--- config.mk ---
export PLATFORM = sky130hd
export DESIGN_NAME = upd1771c_cmd_seq_flat
export DESIGN_NICKNAME = d
export VERILOG_FILES = /design/src/rtl/upd1771c_pkg.sv /design/src/rtl/upd1771c_cmd_seq_if.sv /design/src/rtl/upd1771c_cmd_fifo.sv /design/src/rtl/upd1771c_cmd_seq.sv /design/src/flat_wrapper.sv
export SDC_FILE = /design/constraint.sdc
export NUM_CORES = 1
export LEC_CHECK = 0
export CELL_PAD_IN_SITES_DETAIL_PLACEMENT = 0
export CELL_PAD_IN_SITES_GLOBAL_PLACEMENT = 1
export CORE_MARGIN = 10
export CORE_UTILIZATION = 50
export DETAILED_ROUTE_END_ITERATION = 10
export DONT_BUFFER_PORTS = 1
export PLACE_DENSITY_LB_ADDON = 0.1
export SLEW_MARGIN = 20
export SYNTH_ARGS = -nofsm -noshare
export SYNTH_HDL_FRONTEND = slang
export SYNTH_SLANG_ARGS = --single-unit
--- constraint.sdc ---
create_clock -name CLK -period 6.9 [get_ports CLK]
set_input_delay 0.345 -clock CLK [delete_from_list [all_inputs] [get_ports CLK]]
set_output_delay 0.345 -clock CLK [all_outputs]
set_load 0.02 [all_outputs]
--- src/rtl/upd1771c_pkg.sv ---
// upd1771c_pkg
// Shared types and constants for the uPD1771C host command sequencer.
//   state_e        : sequencer states (IDLE, WAIT_RDY, ALIGN, HOLD, GAP)
//   DEF_*_PHI2     : default hold / gap / ready-timeout lengths in PHI2 ticks
//   BUS_IDLE       : value driven on the core's PA input when no byte is held
//   max3()         : helper used to size the shared PHI2 down-counter
package upd1771c_pkg;

  typedef enum logic [2:0] {
    IDLE     = 3'd0,
    WAIT_RDY = 3'd1,
    ALIGN    = 3'd2,
    HOLD     = 3'd3,
    GAP      = 3'd4
  } state_e;

  localparam int unsigned DEF_HOLD_PHI2 = 10;
  localparam int unsigned DEF_GAP_PHI2  = 2;
  localparam int unsigned DEF_TMO_PHI2  = 4096;

  localparam logic [7:0] BUS_IDLE = 8'h00;

  function automatic int unsigned max3(input int unsigned a,
                                       input int unsigned b,
                                       input int unsigned c);
    int unsigned m;
    m = a;
    if (b > m) m = b;
    if (c > m) m = c;
    return m;
  endfunction

endpackage

--- src/rtl/upd1771c_cmd_seq_if.sv ---
// upd1771c_cmd_seq_if
// Bus bundle between the host-side glue / sound core and the command sequencer.
//   CKEN   : sequencer clock enable (FIFO writes ignore it)
//   PHI2P  : one-CLK PHI2 phase strobe from the sound core
//   WR     : host write strobe, WDATA : host command byte
//   RDY    : core ready level
//   DOUT   : byte on the core PA input, DVALID : DOUT carries a command
//   FULL / EMPTY : FIFO flags
//   OVF    : sticky, a host write was dropped
//   TMO    : sticky, a byte was dropped on ready timeout
// master = host/core side driving the inputs, slave = the sequencer.
interface upd1771c_cmd_seq_if;

  logic       CKEN;
  logic       PHI2P;
  logic       WR;
  logic [7:0] WDATA;
  logic       RDY;
  logic [7:0] DOUT;
  logic       DVALID;
  logic       FULL;
  logic       EMPTY;
  logic       OVF;
  logic       TMO;

  modport master (
    output CKEN, PHI2P, WR, WDATA, RDY,
    input  DOUT, DVALID, FULL, EMPTY, OVF, TMO
  );

  modport slave (
    input  CKEN, PHI2P, WR, WDATA, RDY,
    output DOUT, DVALID, FULL, EMPTY, OVF, TMO
  );

endinterface

--- src/rtl/upd1771c_cmd_fifo.sv ---
// upd1771c_cmd_fifo
// Synchronous show-ahead FIFO for host command bytes.
//   CLK, RESB : clock, asynchronous active-low reset (pointers/count only)
//   i_wr      : write request; ignored while full
//   i_wdata   : byte to store
//   i_pop     : pop request; ignored while empty
//   o_rdata   : current head (valid whenever o_empty is 0)
//   o_full    : DEPTH entries stored
//   o_empty   : no entries stored
// DEPTH must be a power of two so the pointers wrap naturally.
module upd1771c_cmd_fifo #(
  parameter int unsigned DEPTH = 8
) (
  input  logic       CLK,
  input  logic       RESB,
  input  logic       i_wr,
  input  logic [7:0] i_wdata,
  input  logic       i_pop,
  output logic [7:0] o_rdata,
  output logic       o_full,
  output logic       o_empty
);

  localparam int unsigned AW = (DEPTH > 1) ? $clog2(DEPTH) : 1;

  logic [7:0]    r_mem [DEPTH];
  logic [AW-1:0] r_wptr;
  logic [AW-1:0] r_rptr;
  logic [AW:0]   r_count;

  logic          w_push;
  logic          w_pop;

  // Flags come from registered state, so a write at full is refused even
  // when a pop happens in the same cycle.
  assign o_full  = (r_count == (AW+1)'(DEPTH));
  assign o_empty = (r_count == '0);
  assign w_push  = i_wr  & ~o_full;
  assign w_pop   = i_pop & ~o_empty;
  assign o_rdata = r_mem[r_rptr];

  always_ff @(posedge CLK or negedge RESB) begin
    if (!RESB) begin
      r_wptr  <= '0;
      r_rptr  <= '0;
      r_count <= '0;
    end else begin
      if (w_push) r_wptr <= r_wptr + 1'b1;
      if (w_pop)  r_rptr <= r_rptr + 1'b1;
      case ({w_push, w_pop})
        2'b10:   r_count <= r_count + 1'b1;
        2'b01:   r_count <= r_count - 1'b1;
        default: r_count <= r_count;
      endcase
    end
  end

  // Storage needs no reset: contents are unreachable once pointers clear.
  always_ff @(posedge CLK) begin
    if (w_push) r_mem[r_wptr] <= i_wdata;
  end

endmodule

--- src/rtl/upd1771c_cmd_seq.sv ---
// upd1771c_cmd_seq
// Host-side command sequencer for the uPD1771C sound core. Host bytes are
// queued in a FIFO; each byte waits for RDY, is aligned to a PHI2 tick,
// driven on DOUT for HOLD_PHI2 ticks, then followed by GAP_PHI2 idle ticks.
//   CLK, RESB : system clock, asynchronous active-low reset
//   bus       : upd1771c_cmd_seq_if.slave (CKEN, PHI2P, WR, WDATA, RDY in;
//               DOUT, DVALID, FULL, EMPTY, OVF, TMO out)
// Build option: UPD1771C_CMD_SEQ_TIMEOUT_EN enables the ready-wait timeout
// (drop the held byte and set TMO after TMO_PHI2 ticks without RDY).
// Without it WAIT_RDY waits forever and TMO is tied 0.
//
// state    | meaning
// ---------+-----------------------------------------------------------
// IDLE     | nothing in flight; pops the FIFO head when not empty
// WAIT_RDY | byte held, waiting for RDY (optionally with timeout)
// ALIGN    | RDY seen; waiting for the next PHI2 tick to drive DOUT
// HOLD     | DOUT driven, counting HOLD_PHI2 ticks
// GAP      | DOUT idle, counting GAP_PHI2 ticks before the next byte
module upd1771c_cmd_seq
  import upd1771c_pkg::*;
#(
  parameter int unsigned DEPTH     = 8,
  parameter int unsigned HOLD_PHI2 = DEF_HOLD_PHI2,
  parameter int unsigned GAP_PHI2  = DEF_GAP_PHI2,
  parameter int unsigned TMO_PHI2  = DEF_TMO_PHI2
) (
  input  logic              CLK,
  input  logic              RESB,
  upd1771c_cmd_seq_if.slave bus
);

  localparam int unsigned CNT_W = $clog2(max3(HOLD_PHI2, GAP_PHI2, TMO_PHI2) + 1);
  localparam logic [CNT_W-1:0] CNT_ONE = CNT_W'(1);

  state_e           r_state;
  state_e           w_state_nxt;
  logic [CNT_W-1:0] r_cnt;
  logic [CNT_W-1:0] w_cnt_nxt;
  logic [7:0]       r_hold;
  logic [7:0]       w_hold_nxt;
  logic [7:0]       r_dout;
  logic [7:0]       w_dout_nxt;
  logic             r_dvalid;
  logic             w_dvalid_nxt;
  logic             r_ovf;

  logic             w_tick;
  logic             w_pop;
  logic [7:0]       w_head;
  logic             w_full;
  logic             w_empty;

`ifdef UPD1771C_CMD_SEQ_TIMEOUT_EN
  logic             r_tmo;
  logic             w_tmo_set;
`endif

  assign w_tick = bus.PHI2P & bus.CKEN;

  upd1771c_cmd_fifo #(
    .DEPTH (DEPTH)
  ) u_fifo (
    .CLK     (CLK),
    .RESB    (RESB),
    .i_wr    (bus.WR),
    .i_wdata (bus.WDATA),
    .i_pop   (w_pop),
    .o_rdata (w_head),
    .o_full  (w_full),
    .o_empty (w_empty)
  );

  always_ff @(posedge CLK or negedge RESB) begin
    if (!RESB) begin
      r_state  <= IDLE;
      r_cnt    <= '0;
      r_hold   <= BUS_IDLE;
      r_dout   <= BUS_IDLE;
      r_dvalid <= 1'b0;
    end else begin
      r_state  <= w_state_nxt;
      r_cnt    <= w_cnt_nxt;
      r_hold   <= w_hold_nxt;
      r_dout   <= w_dout_nxt;
      r_dvalid <= w_dvalid_nxt;
    end
  end

  // Everything below is gated by CKEN so a low enable freezes the FSM and
  // its counter; PHI2 strobes during the freeze are simply lost.
  always_comb begin
    w_state_nxt  = r_state;
    w_cnt_nxt    = r_cnt;
    w_hold_nxt   = r_hold;
    w_dout_nxt   = r_dout;
    w_dvalid_nxt = r_dvalid;
    w_pop        = 1'b0;
`ifdef UPD1771C_CMD_SEQ_TIMEOUT_EN
    w_tmo_set    = 1'b0;
`endif
    if (bus.CKEN) begin
      case (r_state)
        IDLE: begin
          if (!w_empty) begin
            w_pop       = 1'b1;
            w_hold_nxt  = w_head;
            w_state_nxt = WAIT_RDY;
`ifdef UPD1771C_CMD_SEQ_TIMEOUT_EN
            w_cnt_nxt   = CNT_W'(TMO_PHI2);
`endif
          end
        end
        WAIT_RDY: begin
          // A tick in this cycle is never used for alignment: ALIGN only
          // looks at ticks from the next cycle on.
          if (bus.RDY) begin
            w_state_nxt = ALIGN;
          end
`ifdef UPD1771C_CMD_SEQ_TIMEOUT_EN
          else if (w_tick) begin
            if (r_cnt <= CNT_ONE) begin
              w_tmo_set   = 1'b1;
              w_state_nxt = IDLE;
            end else begin
              w_cnt_nxt = r_cnt - 1'b1;
            end
          end
`endif
        end
        ALIGN: begin
          if (w_tick) begin
            w_dout_nxt   = r_hold;
            w_dvalid_nxt = 1'b1;
            w_cnt_nxt    = CNT_W'(HOLD_PHI2);
            w_state_nxt  = HOLD;
          end
        end
        HOLD: begin
          // RDY is deliberately ignored here; the hold always runs full length.
          if (w_tick) begin
            if (r_cnt <= CNT_ONE) begin
              w_dout_nxt   = BUS_IDLE;
              w_dvalid_nxt = 1'b0;
              if (GAP_PHI2 == 0) begin
                w_state_nxt = IDLE;
              end else begin
                w_cnt_nxt   = CNT_W'(GAP_PHI2);
                w_state_nxt = GAP;
              end
            end else begin
              w_cnt_nxt = r_cnt - 1'b1;
            end
          end
        end
        GAP: begin
          if (w_tick) begin
            if (r_cnt <= CNT_ONE) begin
              w_state_nxt = IDLE;
            end else begin
              w_cnt_nxt = r_cnt - 1'b1;
            end
          end
        end
        default: begin
          w_state_nxt = IDLE;
        end
      endcase
    end
  end

  // Overflow tracks host writes, which are independent of CKEN.
  always_ff @(posedge CLK or negedge RESB) begin
    if (!RESB) begin
      r_ovf <= 1'b0;
    end else if (bus.WR && w_full) begin
      r_ovf <= 1'b1;
    end
  end

`ifdef UPD1771C_CMD_SEQ_TIMEOUT_EN
  always_ff @(posedge CLK or negedge RESB) begin
    if (!RESB) begin
      r_tmo <= 1'b0;
    end else if (w_tmo_set) begin
      r_tmo <= 1'b1;
    end
  end

  assign bus.TMO = r_tmo;
`else
  assign bus.TMO = 1'b0;
`endif

  assign bus.DOUT   = r_dout;
  assign bus.DVALID = r_dvalid;
  assign bus.FULL   = w_full;
  assign bus.EMPTY  = w_empty;
  assign bus.OVF    = r_ovf;

endmodule

--- src/flat_wrapper.sv ---
// flat-port wrapper written by rule: the top's interface ports become plain ports
module upd1771c_cmd_seq_flat import upd1771c_pkg::*;
#(
  parameter int unsigned DEPTH     = 8,
  parameter int unsigned HOLD_PHI2 = DEF_HOLD_PHI2,
  parameter int unsigned GAP_PHI2  = DEF_GAP_PHI2,
  parameter int unsigned TMO_PHI2  = DEF_TMO_PHI2
)
  (CLK, RESB, bus_CKEN, bus_PHI2P, bus_WR, bus_WDATA, bus_RDY, bus_DOUT, bus_DVALID, bus_FULL, bus_EMPTY, bus_OVF, bus_TMO);
  upd1771c_cmd_seq_if bus_i ();
  input  logic CLK;
  input  logic RESB;
  input wire logic [$bits(bus_i.CKEN)-1:0] bus_CKEN;
  input wire logic [$bits(bus_i.PHI2P)-1:0] bus_PHI2P;
  input wire logic [$bits(bus_i.WR)-1:0] bus_WR;
  input wire logic [$bits(bus_i.WDATA)-1:0] bus_WDATA;
  input wire logic [$bits(bus_i.RDY)-1:0] bus_RDY;
  output wire logic [$bits(bus_i.DOUT)-1:0] bus_DOUT;
  output wire logic [$bits(bus_i.DVALID)-1:0] bus_DVALID;
  output wire logic [$bits(bus_i.FULL)-1:0] bus_FULL;
  output wire logic [$bits(bus_i.EMPTY)-1:0] bus_EMPTY;
  output wire logic [$bits(bus_i.OVF)-1:0] bus_OVF;
  output wire logic [$bits(bus_i.TMO)-1:0] bus_TMO;
  assign bus_i.CKEN = bus_CKEN;
  assign bus_i.PHI2P = bus_PHI2P;
  assign bus_i.WR = bus_WR;
  assign bus_i.WDATA = bus_WDATA;
  assign bus_i.RDY = bus_RDY;
  assign bus_DOUT = bus_i.DOUT;
  assign bus_DVALID = bus_i.DVALID;
  assign bus_FULL = bus_i.FULL;
  assign bus_EMPTY = bus_i.EMPTY;
  assign bus_OVF = bus_i.OVF;
  assign bus_TMO = bus_i.TMO;
  upd1771c_cmd_seq #(.DEPTH(DEPTH), .HOLD_PHI2(HOLD_PHI2), .GAP_PHI2(GAP_PHI2), .TMO_PHI2(TMO_PHI2)) u_core (.CLK(CLK), .RESB(RESB), .bus(bus_i));
endmodule
Yosys cells after proc, flatten, opt, wreduce, memory -nomap -nowiden:

Memories as Yosys holds them, arrays and structs flattened. A register that Yosys moved wholly into a read port is not among the register bits.
Index checks and enable logic that the tools add are counted.

* $add $sub $neg: 5
* order comparisons: 1
* eq/ne operators: 15
* multiplexer cells: 28
* bitwise operators: 5
* reduce and logical (&&, ||, !) cells: 11

Operator list (count)
* two-way mux 13 bit: 5
* case mux 13 bit (3 select lines): 1
* two-way mux 8 bit: 3
* two-way mux 3 bit: 7
* case mux 8 bit (2 select lines): 1
* case mux 3 bit (5 select lines): 1
* less-or-equal comparator 13 x 1 -> 1 bit, second input constant: 1
* subtractor 13 x 1 -> 13 bit, second input constant: 1
* != test 2 x 1 -> 1 bit, second input constant: 5
* two-way mux 1 bit: 8
* case mux 4 bit (2 select lines): 1
* AND reduction 8 bit: 1
* adder 3 x 1 -> 3 bit, second input constant: 2
* == test 3 x 2 -> 1 bit, second input constant: 2
* != test 2 bit, second input constant: 3
* AND reduction 6 bit: 1
* AND reduction 5 bit: 1
* adder 4 x 1 -> 4 bit, second input constant: 1
* == test 4 bit, second input constant: 1
* zero test 4 bit: 1
* nonzero test 2 bit: 2
* subtractor 4 x 1 -> 4 bit, second input constant: 1
* bitwise AND 1 bit: 3
* == test 3 x 1 -> 1 bit, second input constant: 1
* 10 further kinds: 11

* register bits after elaboration: 36
* RAM bits: 64
* input port bits: 14
* word-level logic and storage cells: 74
* memories kept: 1

Memories
* u_core.u_fifo.r_mem: words 8, width 8, read ports 1, clocked after Yosys merged registers in 1, write ports 1, RTL line upd1771c_cmd_fifo.sv:26 `logic [7:0] r_mem [DEPTH];`

Logic depth before layout (Yosys ltp):

* depth in word-level cells: 7
* gate-level depth with buffers: 11
* gate-level depth less buffers: 10

Hierarchy:

Synthesis repeated with hierarchy kept, for this count alone.

* cells, all modules: 336
* area total of the unflattened synthesis: 5017.3 µm²

By module, submodules not included
* upd1771c_cmd_fifo: times used 1, cells an instance 160, area an instance 3124.2 µm², seq. area each 2172.1 µm²
* upd1771c_cmd_seq: times used 1, cells an instance 176, area an instance 1893.1 µm², seq. area each 850.8 µm²

Worst setup path before layout:

OpenSTA, ideal clock, no wires.

* path kind: flip-flop to flip-flop
* from: reg u_core.u_fifo.r_count[0]
* to: reg u_core.u_fifo.r_count[3]
* setup time: 125 ps
* data arrival time: 2911 ps
* slack: 3864 ps
* cell stages (with the launch flop): 12
* path buffers: 1
* period minus slack after synthesis: 3036 ps
* path through: dfrtp_1 > nor4_1 > nand4bb_1 > clkbuf_1 > inv_1 > ha_1 > ha_1 > a21o_1 > a21oi_1 > xnor2_1 > nor2_1 > xor2_1

* longest elaborated chain between the ends: 7
* elaborated cells on any way between the ends: 15

Ends and longest elaborated chain
* from (decl): RTL line upd1771c_cmd_fifo.sv:29 `logic [AW:0] r_count;`
* from (signal assigned): RTL line upd1771c_cmd_fifo.sv:51 `2'b10: r_count <= r_count + 1'b1;`
* from (signal assigned): RTL line upd1771c_cmd_fifo.sv:52 `2'b01: r_count <= r_count - 1'b1;`
* from (signal assigned): RTL line upd1771c_cmd_fifo.sv:53 `default: r_count <= r_count;`
* zero test 4 bit *: RTL line upd1771c_cmd_fifo.sv:37 `assign o_empty = (r_count == '0);`
* net bus_EMPTY: RTL line flat_wrapper.sv:21 `output wire logic [$bits(bus_i.EMPTY)-1:0] bus_EMPTY;`
* two-way mux 1 bit: RTL line upd1771c_cmd_seq.sv:104 `if (!w_empty) begin`
* two-way mux 1 bit: RTL line upd1771c_cmd_seq.sv:102 `case (r_state)`
* two-way mux 1 bit: RTL line upd1771c_cmd_seq.sv:101 `if (bus.CKEN) begin`
* bitwise AND 1 bit *: RTL line upd1771c_cmd_fifo.sv:39 `assign w_pop = i_pop & ~o_empty;`
* net u_core.u_fifo.w_pop: RTL line upd1771c_cmd_fifo.sv:32 `logic w_pop;`
* == test 2 x 1 -> 1 bit or == test 2 bit (tied branches): RTL line upd1771c_cmd_fifo.sv:50 `case ({w_push, w_pop})`
* case mux 4 bit (2 select lines) or nonzero test 2 bit (tied branches)

The timed path passes the listed nets; every way through them passes the cells marked *.
A chain may end at the register's enable or synchronous reset.

Worst setup path in the final report:

* from: reg u_core.u_fifo.r_count[0]
* to: reg u_core.u_fifo.r_count[3]

* longest elaborated chain between the ends: 7
* elaborated cells on any way between the ends: 15

Ends and longest elaborated chain (RTL line)
* zero test 4 bit *: upd1771c_cmd_fifo.sv:37
* two-way mux 1 bit: upd1771c_cmd_seq.sv:104
* two-way mux 1 bit: upd1771c_cmd_seq.sv:102
* two-way mux 1 bit: upd1771c_cmd_seq.sv:101
* bitwise AND 1 bit *: upd1771c_cmd_fifo.sv:39
* net u_core.u_fifo.w_pop: upd1771c_cmd_fifo.sv:32
* == test 2 x 1 -> 1 bit or == test 2 bit (tied branches): upd1771c_cmd_fifo.sv:50
* case mux 4 bit (2 select lines) or nonzero test 2 bit (tied branches)

Marked as above.

==> impl_metrics.toml <==
[floorplan]
start_util_pct = 50.8
dieArea_mm2 = 0.0135
core_area_mm2 = 0.00911
rows = 35
ios = 27
die_h_um = 116
dieWidth_um = 116

[setup_path]
r2r_slack_ns = 3.86
reg2regPathDepth = 11
crit_required_ns = 7.17
crit_start = "u_core.u_fifo.r_count[0]"
reg2reg_to = "u_core.u_fifo.r_count[3]"
critPathKind = "reg2reg"
crit_path_max_fanout = 19
start_kind = "register"
cp-end-kind = "register"
crit_end = "u_core.u_fifo.r_count[3]"
r2r-start = "u_core.u_fifo.r_count[0]"
critical_path_arrival_ns = 3.31

[synthesis]
ys_ff_latch = 108
synth_async_sr_flop_share_pct = 40.7
synth-simple-area-share_pct = 9.45
synth_top_area_share_pct = 41.6
synth.area.top_cells = "edfxtp_1 (42%), dfrtp_1 (24%), mux4_2 (7.8%)"
yosys.area.top_type = "edfxtp_1"
yosysWarnings = 0
ys_seq_area_share_pct = 65.4
synthMuxAreaShare_pct = 9.77
syn_area_per_cell_um2 = 14.8
synth_cells = 313
synth_flop_cell = "edfxtp_1"
synth_edf_count = 64
synth_xor_area_share_pct = 2.08
yosysUniqueCellTypes = 55
synth_top_family_by_area = "multiplexers"
synthesis.nets = 335
synth-compound-area-share_pct = 8.36
syn_area_mm2 = 0.00462
synth_adder_area_share_pct = 2.33

[place]
place.gp.congestion = 0.759
numPortBuffers = 0
dp_cells = 415
dpl.hpwl_um = 5620

[run_status]
status = "finished clean"

[clock_network]
cts_inserted_buffers = 9
cts-root-buf = "clkbuf_8"
clk_pin_slew_ns = 0.11
post_cts_buffers = 0
clk_latency_ns = 0.37
ctsResizeCount = 0
cts_tree = "done"
cts_num_sinks = 108
htree_levels = 3
clockBufferDepth = 2

[final_layout]
fillerInstances = 746
instances_no_fill = 433
diodes = 0
nets = 339
syn_to_final_growth_pct = 7.98
postLayoutCoreUtil_pct = 54.8
drive_gt1_share_pct = 16.5

[timing]
tns_ns = 0
finalCritPeriodShare_pct = 44.1
skew_ns = 0.0159
max_slew.worst_pin.slew_ns = 0.903
setup_viol_count_final = 0
max_freq_ghz = 0.329
hold_viol_final = 0
fin_crit_ns = 3.04
rsz0062_at_grt = "false"
drv_slew = 0
max-slew-margin-rel_pct = 39.5

[power_and_ir_drop]
pwr-share-seq_pct = 56.3
p_switching_uw = 601
p_comb_share_pct = 22.1
power_frac_clock_pct = 21.6
max-vdd-ir-drop_mv = 0.172
leakagePower_uw = 0.00183
swShare_pct = 32.7
internal_power_uw = 1240
p_per_area_mw_per_mm2 = 368

[drt]
remaining_drc_errors = 0
drtAntennaViolNets = 0
num_vias = 2481
firstDrtPassIters = 4
wl_um = 8360
viasPerCell = 5.73
first_iter_violations = 165
routedWlPerCell_um = 19.3

[global_routing]
grt_pass1_wl_um = 13900
grt_max_degree = 45
grt_use_total_pct = 13.5
grt_pass1_vias = 2562
grt_overflow = 0
antenna_found_initial = 0

[hold_path]
hp-class = "in2reg"

[job]
drv_cap = 0
==> worst min-delay path by stage <==
stage	startpoint	end	slack, ns	depth (start not counted)
2_1_floorplan	RESB	u_core.bus.DOUT[0]	0.05	0
3_3_place_gp	RESB	u_core.r_cnt[12]	0.05	0
3_5_place_dp	RESB	u_core.r_cnt[12]	0.05	0
4_1_cts	bus_WDATA[7]	u_core.u_fifo.r_mem[3][7]	0.04	0
5_1_grt	bus_WDATA[0]	u_core.u_fifo.r_mem[7][0]	0.03	0
6_report	bus_WDATA[7]	u_core.u_fifo.r_mem[3][7]	0.06	0
==> cell usage after synthesis (4+ instances only) <==
master / count
clkbuf_1: 6
xor2_1: 5
o21ai_0: 15
dfrtp_1: 44
nor2b_1: 4
mux2i_1: 8
nand2_1: 27
nor3_1: 7
buf_2: 4
nor4_1: 6
a22o_1: 9
nor2_1: 12
mux4_2: 16
xnor2_1: 6
inv_1: 10
edfxtp_1: 64
a21oi_1: 8
ha_1: 7
==> sequential cells by signal (all words and copies together), names as in the netlist <==
register	count
u_core.r_cnt	13
u_core.bus.OVF	1
u_core.u_fifo.r_wptr	3
u_core.u_fifo.r_count	4
u_core.bus.DOUT	8
u_core.u_fifo.r_mem	64
u_core.r_hold	8
u_core.bus.DVALID	1
u_core.u_fifo.r_rptr	3
u_core.r_state	3
==> power by group through the flow <==
stage	Clock [uW]	Combinational, uW	Sequential, uW
global route	437	458	1060
CTS	410	414	1040
finish	396	406	1040
global placement	0	402	1050
floorplan	0	378	958
detailed placement	0	405	1050
==> metal layers <==
| layer | GRT usage [%] | wire length, um | up-vias |
|---|---|---|---|
| met2 | 20.3 | 3910 | 37 |
| met4 | 3.50 | 52 | 0 |
| li1 | - | - | 1203 |
| met3 | 3.75 | 367 | 5 |
| met1 | 18.9 | 4030 | 1236 |
| met5 | 0 | 0 | - |
==> cells by family (layout without fill, tap and decap cells) <==
logic type	Yosys count	count (layout)
AND/OR/NAND/NOR	80	80
buffers and inverters	25	34
XOR/XNOR	11	11
AO/OA/AOI/OAI	55	55
flip-flops	108	108
adder cells (fa/ha/maj)	8	8
multiplexers	25	25
other	1	1
==> what timing repair did <==
| action | in CTS | in global routing |
|---|---|---|
| setup endpoints to repair | 0 | 0 |
| hold buffers | 2 | 0 |
| hold endpoints to repair | 44 | 0 |
==> layout by cell type (no fill, tap or decap), drive strengths merged, types with 2 or more instances in the layout <==
master / instances
nor2b: 4
o22a: 2
o21bai: 2
a22o: 9
a21oi: 9
o211ai: 2
nor3b: 2
nor2: 12
buf: 7
nand3: 3
or3: 4
dfrtp: 44
nand4: 2
o21a: 2
mux2i: 8
o21ai: 16
nor4: 6
nand2: 27
xor2: 5
or4: 4
or2: 2
nor3: 7
inv: 14
o31ai: 3
mux4: 16
ha: 7
nor4b: 3
clkbuf: 10
edfxtp: 64
xnor2: 6
a21o: 3
==> critical path, cell delays in order, from the launching register on <==
cell,delay (ns)
dfrtp_1,0.45
nor4_1,0.29
buf_4,0.20
nand4bb_1,0.58
inv_1,0.18
ha_1,0.27
ha_1,0.28
a21o_1,0.17
a21oi_1,0.17
xnor2_1,0.14
nor2_1,0.07
xor2_1,0.14
==> area by class of cell <==
class	count	area, um^2	share of cell area (%)
Clock buffer	10	128	2.56
Timing Repair Buffer	8	82.6	1.65
Multi-Input combinational cell	180	1500	30.1
Sequential cell	108	3020	60.6
Inverter	10	37.5	0.752
Clock inverter	6	77.6	1.55
Tap cell	111	139	2.78
==> through the flow <==
stage,total power [uW],instance area [um^2],hold slack (ns),setup slack (ns)
2_1_floorplan,1340,4620,0.0494,3.86
3_3_place_gp,1450,4750,0.0510,3.91
3_5_place_dp,1460,4750,0.0514,3.85
4_1_cts,1860,4990,0.0400,3.83
5_1_grt,1960,4990,0.0312,3.54
6_report,1840,4990,0.0603,3.86
No activity file was read; power rests on OpenSTA's default activity.
